### src/rtl/decode_stage.sv
// RV32/RV64 base-ISA decode stage behind a two-entry (main + skid) buffer.
// Decoded fields are captured at acceptance, so every out_* signal is a register.
module decode_stage #(
  parameter int XLEN = 32,
  parameter int RV_M = 0
) (
  input  logic            clk,
  input  logic            resetn,
  input  logic            in_valid,
  output logic            in_ready,
  input  logic [31:0]     in_instr,
  input  logic [XLEN-1:0] in_pc,
  input  logic            flush,
  output logic            out_valid,
  input  logic            out_ready,
  output logic [XLEN-1:0] out_pc,
  output logic [9:0]      out_class,
  output logic [4:0]      out_rd,
  output logic [4:0]      out_rs1,
  output logic [4:0]      out_rs2,
  output logic [2:0]      out_funct3,
  output logic [6:0]      out_funct7,
  output logic [XLEN-1:0] out_imm,
  output logic            out_rd_we,
  output logic            out_illegal
);

  typedef enum logic [6:0] {
    OPC_REG    = 7'b0110011,
    OPC_IMM    = 7'b0010011,
    OPC_BRANCH = 7'b1100011,
    OPC_JALR   = 7'b1100111,
    OPC_JAL    = 7'b1101111,
    OPC_AUIPC  = 7'b0010111,
    OPC_LUI    = 7'b0110111,
    OPC_LOAD   = 7'b0000011,
    OPC_STORE  = 7'b0100011,
    OPC_SYSTEM = 7'b1110011
  } opcode_t;

  typedef struct packed {
    logic [XLEN-1:0] pc;
    logic [9:0]      cls;
    logic [4:0]      rd;
    logic [4:0]      rs1;
    logic [4:0]      rs2;
    logic [2:0]      f3;
    logic [6:0]      f7;
    logic [XLEN-1:0] imm;
    logic            rd_we;
    logic            illegal;
  } entry_t;

  localparam bit IS_RV32 = (XLEN == 32);
  localparam bit HAS_M   = (RV_M == 1);
  // Classes that write rd: alu_reg, alu_imm, jalr, jal, auipc, lui, load.
  localparam logic [9:0] WRITES_RD = 10'h0FB;

  entry_t             dec;
  entry_t             main_q;
  entry_t             skid_q;
  logic               main_v;
  logic               skid_v;
  logic               accept;
  logic signed [31:0] imm32;
  logic [2:0]         f3;
  logic [6:0]         f7;

  assign f3 = in_instr[14:12];
  assign f7 = in_instr[31:25];

  // Combinational decode of the instruction currently offered upstream.
  always_comb begin
    dec         = '0;
    imm32       = '0;
    dec.pc      = in_pc;
    dec.rd      = in_instr[11:7];
    dec.rs1     = in_instr[19:15];
    dec.rs2     = in_instr[24:20];
    dec.f3      = f3;
    dec.f7      = f7;
    unique case (in_instr[6:0])
      OPC_REG: begin
        dec.cls[0]  = 1'b1;
        dec.illegal = !((f7 == 7'b0000000) ||
                        (f7 == 7'b0100000 && (f3 == 3'b000 || f3 == 3'b101)) ||
                        (f7 == 7'b0000001 && HAS_M));
      end
      OPC_IMM: begin
        dec.cls[1] = 1'b1;
        imm32      = {{20{in_instr[31]}}, in_instr[31:20]};
        if (f3 == 3'b001 || f3 == 3'b101)
          dec.illegal = !(in_instr[31:26] == 6'b000000 || in_instr[31:26] == 6'b010000) ||
                        (IS_RV32 && in_instr[25]);
      end
      OPC_BRANCH: begin
        dec.cls[2]  = 1'b1;
        imm32       = {{19{in_instr[31]}}, in_instr[31], in_instr[7], in_instr[30:25],
                       in_instr[11:8], 1'b0};
        dec.illegal = (f3 == 3'b010) || (f3 == 3'b011);
      end
      OPC_JALR: begin
        dec.cls[3]  = 1'b1;
        imm32       = {{20{in_instr[31]}}, in_instr[31:20]};
        dec.illegal = (f3 != 3'b000);
      end
      OPC_JAL: begin
        dec.cls[4] = 1'b1;
        imm32      = {{11{in_instr[31]}}, in_instr[31], in_instr[19:12], in_instr[20],
                      in_instr[30:21], 1'b0};
      end
      OPC_AUIPC: begin
        dec.cls[5] = 1'b1;
        imm32      = {in_instr[31:12], 12'b0};
      end
      OPC_LUI: begin
        dec.cls[6] = 1'b1;
        imm32      = {in_instr[31:12], 12'b0};
      end
      OPC_LOAD: begin
        dec.cls[7]  = 1'b1;
        imm32       = {{20{in_instr[31]}}, in_instr[31:20]};
        dec.illegal = (f3 == 3'b111) || (IS_RV32 && (f3 == 3'b011 || f3 == 3'b110));
      end
      OPC_STORE: begin
        dec.cls[8]  = 1'b1;
        imm32       = {{20{in_instr[31]}}, in_instr[31:25], in_instr[11:7]};
        dec.illegal = f3[2] || (IS_RV32 && f3 == 3'b011);
      end
      OPC_SYSTEM: begin
        dec.cls[9] = 1'b1;
        imm32      = {{20{in_instr[31]}}, in_instr[31:20]};
      end
      default: dec.illegal = 1'b1;
    endcase
    dec.imm   = XLEN'(imm32);
    dec.rd_we = (|(dec.cls & WRITES_RD)) && (dec.rd != 5'd0) && !dec.illegal;
  end

  assign in_ready = !skid_v;
  assign accept   = in_valid && !skid_v;

  // Main/skid occupancy: main refills from skid first to keep program order;
  // a new entry goes to skid only while main is held by a stalled consumer.
  always_ff @(posedge clk or negedge resetn) begin
    if (!resetn) begin
      main_q <= '0;
      skid_q <= '0;
      main_v <= 1'b0;
      skid_v <= 1'b0;
    end else if (flush) begin
      main_v <= 1'b0;
      skid_v <= 1'b0;
    end else if (!main_v || out_ready) begin
      if (skid_v) begin
        main_q <= skid_q;
        main_v <= 1'b1;
        skid_v <= 1'b0;
      end else begin
        main_v <= accept;
        if (accept) main_q <= dec;
      end
    end else if (accept) begin
      skid_q <= dec;
      skid_v <= 1'b1;
    end
  end

  assign out_valid   = main_v;
  assign out_pc      = main_q.pc;
  assign out_class   = main_q.cls;
  assign out_rd      = main_q.rd;
  assign out_rs1     = main_q.rs1;
  assign out_rs2     = main_q.rs2;
  assign out_funct3  = main_q.f3;
  assign out_funct7  = main_q.f7;
  assign out_imm     = main_q.imm;
  assign out_rd_we   = main_q.rd_we;
  assign out_illegal = main_q.illegal;

endmodule

### config.mk
export PLATFORM = sky130hd
export DESIGN_NAME = decode_stage
export DESIGN_NICKNAME = d
export VERILOG_FILES = /design/src/rtl/decode_stage.sv
export SDC_FILE = /design/constraint.sdc
export NUM_CORES = 1
export LEC_CHECK = 0
export CORE_MARGIN = 2
export CORE_UTILIZATION = 52
export DETAILED_ROUTE_END_ITERATION = 7
export GPL_ROUTABILITY_DRIVEN = 0
export HOLD_SLACK_MARGIN = 0.05
export PLACE_DENSITY = 0.8
export REMOVE_ABC_BUFFERS = 1
export SYNTH_ARGS = -nofsm -noshare
export SYNTH_HDL_FRONTEND = slang
export SYNTH_SLANG_ARGS = --single-unit
### constraint.sdc
create_clock -name clk -period 2.23 [get_ports clk]
set_input_delay 0.446 -clock clk [delete_from_list [all_inputs] [get_ports clk]]
set_output_delay 0.446 -clock clk [all_outputs]
set_load 0.01 [all_outputs]
After elaboration in Yosys (flattened, before gate mapping)
Index checks and enable logic that the tools add are counted.
Cells by class
  reductions and logical operators: 33
  bitwise gates (word level): 2
  eq/ne operators: 18
  mux-type cells: 21
Operators with widths (count)
  $mux 101: 2
  $pmux 32 s5: 1
  $eq 7x6->1 const B: 4
  $eq 7x7->1 const B: 4
  $mux 1: 17
  $eq 7x5->1 const B: 2
  $logic_or 1x1->1: 10
  $eq 3x3->1 const B: 3
  $reduce_or 4->1: 2
  $eq 7x2->1 const B: 1
  $logic_not 7->1: 1
  $pmux 1 s7: 1
  $reduce_or 7->1: 1
  $eq 3x2->1 const B: 2
  $eq 6x5->1 const B: 1
  $logic_not 6->1: 1
  $reduce_and 3->1: 2
  $reduce_bool 3->1: 2
  $logic_not 1->1: 5
  $reduce_bool 5->1: 1
  $logic_and 1x1->1: 4
  $reduce_bool 2->1: 2
  $eq 3x1->1 const B: 1
  $logic_not 3->1: 1
  other kinds (2): 3
Storage, ports and cells
  logic and storage cells: 96
  output and inout port bits: 103
  flip-flop bits (word level): 204

Depth between registers and ports, before layout
  word-level depth: 10
  mapped depth: 8

Worst setup path after synthesis
OpenSTA, ideal clock, no wires.
  kind: input to register
  start: in in_instr[6]
  end: reg main_q (netlist bit out_imm[20])
  arrival time: 1.575 ns
  setup slack: 0.529 ns
  stages: 7
  setup time: 0.126 ns
  cell sequence: buf_4 -> nand2b_4 -> o2bb2ai_1 -> a22o_2 -> a31oi_1 -> buf_4 -> a211oi_1
Between the ends
  longest elaborated chain between the ends: 5
  elaborated cells on any way between the ends: 14
  those cells by class: 9 x eq/ne; 3 x mux; 2 x reduce/logical
RTL lines
  start, declared: line 11  | input logic [31:0] in_instr,
  $eq 7x7->1 (tied with other cells): line 82  | unique case (in_instr[6:0])
  $reduce_or 4->1 (no line) / $reduce_or 2->1 (equally long branches)
  $pmux 32 s5 (*): line 82
  $mux 101 (*): line 161  | if (accept) main_q <= dec;
  $mux 101 (*): line 155  | if (skid_v) begin
  end signal, assigned: line 156  | main_q <= skid_q;
  end, declared: line 60  | entry_t main_q;
Mark *: on every way between the ends. The rest lies on a longest branch, timed or not. The select of a mux whose other input is x is not followed.
A chain may end at the register's enable or synchronous reset.

Final worst setup path
  start: reg skid_v
  end: out in_ready
Between the ends
  longest elaborated chain between the ends: 1
RTL lines
  start, declared: line 63  | logic skid_v;
  start signal, assigned: line 150  | skid_v <= 1'b0;
  start signal, assigned: line 153  | skid_v <= 1'b0;
  start signal, assigned: line 158  | skid_v <= 1'b0;
  $logic_not 1->1: line 140  | assign in_ready = !skid_v;
  end, declared: line 10  | output logic in_ready,
Every way passes these cells.

==> impl_results.md <==
* Status: finished clean
* Seq/Total Area, Yosys at 0.557
* Max-slew headroom at 0.672
* Worst vdd ir at 0.000599 V
* Post-Syn Area at 9160 µm²
* Total CTS buffers at 22
* Synthesized instance count at 972
* Die span in x at 137 µm
* RSZ-0062 raised after global routing: no
* Detailed Route WL at 23900 µm
* Boundary Pins at 172
* Htree depth at 1
* Detailed placer's ending HPWL at 15900 µm
* Final setup TNS at 0 ns
* Maximum root-to-sink buffer count at 3
* Worst setup EP type: output port
* Fin crit share at 0.937
* Root buffer cell: clkbuf_16
* Vias in the first global route at 7765
* Power consumption at 10.1 mW
* CTS clk-pin slew, worst paths at 0.06 ns
* Main synth FF type: dfrtp_1
* Nets@finish at 1232
* Total of max-cap violations at 0
* DRC violations left at 0
* DIE AREA at 18700 µm²
* R2r startpoint: skid_v$_DFFE_PN0P_
* Number of port buffers at 171
* Synth-to-Final Area Change at 33.8%
* Post-synth EDFFs at 0
* Grt ovf at 0
* PD cells at 827 nW/µm²
* Lkg Pwr at 5.43 nW
* ANT nets after route at 0
* Clock sink total at 204
* Min-delay src: skid_q[39]$_DFFE_PN0P_
* Worst-margin pin slew at 0.480 ns
* Initial drt markers at 473
* Async S/R FF share, synth at 1.00
* Multi-input combinational cell area at 3680 µm²
* CTS tree: built
* Drt first pass iters at 5
* Initial antenna violation count at 1
* Final setup viols at 0
* Routed via count at 7776
* Largest net degree at the start of global routing at 79
* Crit path launch: skid_v$_DFFE_PN0P_
* Yosys reg bits at 204
* Critical path class: reg -> out
* Vias/cell at 5.55
* Worst EP arrival at 1.64 ns
* Worst-case reg-to-reg path depth at 5
* Pins Over Slew Limit at 0
* Placed cells at 1363
* Minimum clock period at 2.09 ns
* Die Y-Extent at 137 µm
* Final std cells w/o fill at 1400
* Starting density of the core at 0.532
* CP max FO at 5
* Worst hold stages at 2
* FF/Latch Area at 5110 µm²
* Hold Path Class: reg -> reg
* First-pass GRT wire length at 38600 µm
* Fillers at 1334
* Clk Latency, worst-skew pair at 0.49 ns
* Synth unique cells at 63
* Share of layout cells above drive strength 1 at 0.109
* Synth warn at 0
* WP data required at 1.78 ns
* Crit start category: register
* Hold Vio Cnt, Final at 0
* Setup Skew at 0.00778 ns
* Placeable Area at 17200 µm²
* Rows at 48
* Syn Area/Cell at 9.43 µm²
* Fmax at 0.479 GHz
* GRT Util Overall at 0.260
* Drt wl/cell at 17.1 µm
[sequential cells by signal, summed over array words and instances, names as in the netlist]
name and flops:
out_pc 32, out_imm 32, out_funct7 7, out_rd_we 1
out_class 10, out_rs2 5, out_rd 5, out_illegal 1
skid_v 1, out_valid 1, out_rs1 5, out_funct3 3
skid_q 101
[area by class of cell]
| class | count | area share |
|---|---|---|
| sequential | 204 | 0.417 |
| multi-input combinational | 688 | 0.300 |
| timing repair buffer | 242 | 0.196 |
| clock buffer | 28 | 0.0509 |
| tap | 225 | 0.0230 |
| clock inverter | 7 | 0.0112 |
| inverter | 5 | 0.00153 |
| antenna | 1 | 0.000204 |
[synthesized netlist by cell type, types with 3 or more instances]
library cell | n | area (µm²)
a21oi_1 | 48 | 240
nand3_1 | 12 | 60.1
nand2b_1 | 4 | 25.0
nor2b_1 | 3 | 18.8
inv_1 | 4 | 15.0
mux2i_1 | 59 | 591
nor2_1 | 37 | 139
o211ai_1 | 4 | 30.0
a31oi_1 | 13 | 81.3
o21ai_0 | 40 | 200
or3_1 | 5 | 31.3
a211oi_1 | 11 | 82.6
o21ai_1 | 70 | 350
buf_4 | 6 | 45.0
nor3_1 | 17 | 85.1
o31ai_1 | 4 | 30.0
nand2_1 | 293 | 1100
clkbuf_1 | 38 | 143
buf_6 | 6 | 67.6
and3_1 | 19 | 119
dfrtp_1 | 204 | 5100
buf_2 | 23 | 115
[layer usage]
layer  part of all wire  vias to the layer above  track usage  routed length (µm)
met4              0.021                        0       0.0723                 495
met5                  0                        -            0                   0
met1               0.43                     3788        0.347               10400
met2               0.48                      262        0.437               11400
li1                   -                     3684            -                   -
met3              0.068                       42       0.0470                1620
[where the power goes]
group          internal, mW  switching [mW]
Clock                  2.42            1.42
Combinational         0.890           0.846
Sequential             4.26           0.311
[final timing paths]
kind,end,slack [ns]
worst max-delay path,in_ready,0.14
worst min-delay path,skid_q[39]$_DFFE_PN0P_,0.47
worst max register to register,out_imm[30]$_DFFE_PN0P_,0.51
worst min register to register,skid_q[39]$_DFFE_PN0P_,0.47
max in group asynchronous,out_pc[24]$_DFFE_PN0P_,0.98
min in group asynchronous,out_funct7[0]$_DFFE_PN0P_,0.49
[stage by stage]
stage / instance area (µm²) / util / worst slack [ns] / hold slack (ns)
floorplan: 8780 / - / -3.12 / 0.150
global placement: 11500 / 0.666 / -0.0207 / 0.427
detailed placement: 11500 / 0.666 / -0.0533 / 0.429
CTS: 12300 / 0.711 / 0.115 / 0.476
global route: 12300 / 0.711 / 0.0920 / 0.498
finish: 12300 / 0.711 / 0.140 / 0.471
[timing repair]
item                      in CTS  in global routing
hold buffers                   1                  0
resized for setup              0                  0
hold endpoints to repair      60                  0
buffers inserted               0                  0
[critical path: stages, from the launching register on]
cell and delay [ns]:
dfrtp_4 0.51, clkinv_1 0.10, clkdlybuf4s50_1 0.54
[cell families after synthesis]
family,after synthesis,synth area share
simple gates,417,0.200
compound gates,210,0.133
mux,59,0.0644
buf+inv,80,0.0434
xor+xnor,2,0.00191
flops,204,0.557
[placed cells by master (no fill, tap or decap), types with 2 or more instances in the layout]
cell type	Yosys	routed
mux2i_1	59	59
o31ai_1	4	4
xnor2_1	2	2
nand4_1	2	2
clkbuf_1	38	2
or3_1	5	4
and3b_1	2	2
nor2_2	2	2
nand3_1	12	12
clkbuf_8	0	3
o21ai_2	2	2
bufinv_16	0	4
clkdlybuf4s50_1	0	170
a21oi_2	2	2
dfrtp_1	204	203
o21ai_1	70	70
buf_4	6	58
o21ai_0	40	40
nor2_1	37	37
clkinv_2	0	2
buf_12	0	12
nand2b_1	4	4
nor2b_1	3	3
a211oi_1	11	11
a21oi_1	48	48
a211oi_2	2	2
and3_1	19	19
o211ai_1	4	4
clkbuf_16	0	23
a31oi_1	13	13
nor3_1	17	17
nand2_1	293	292
nand3b_1	2	2
nor4_1	2	2
inv_1	4	4
Power figures use the tool's default switching activity.
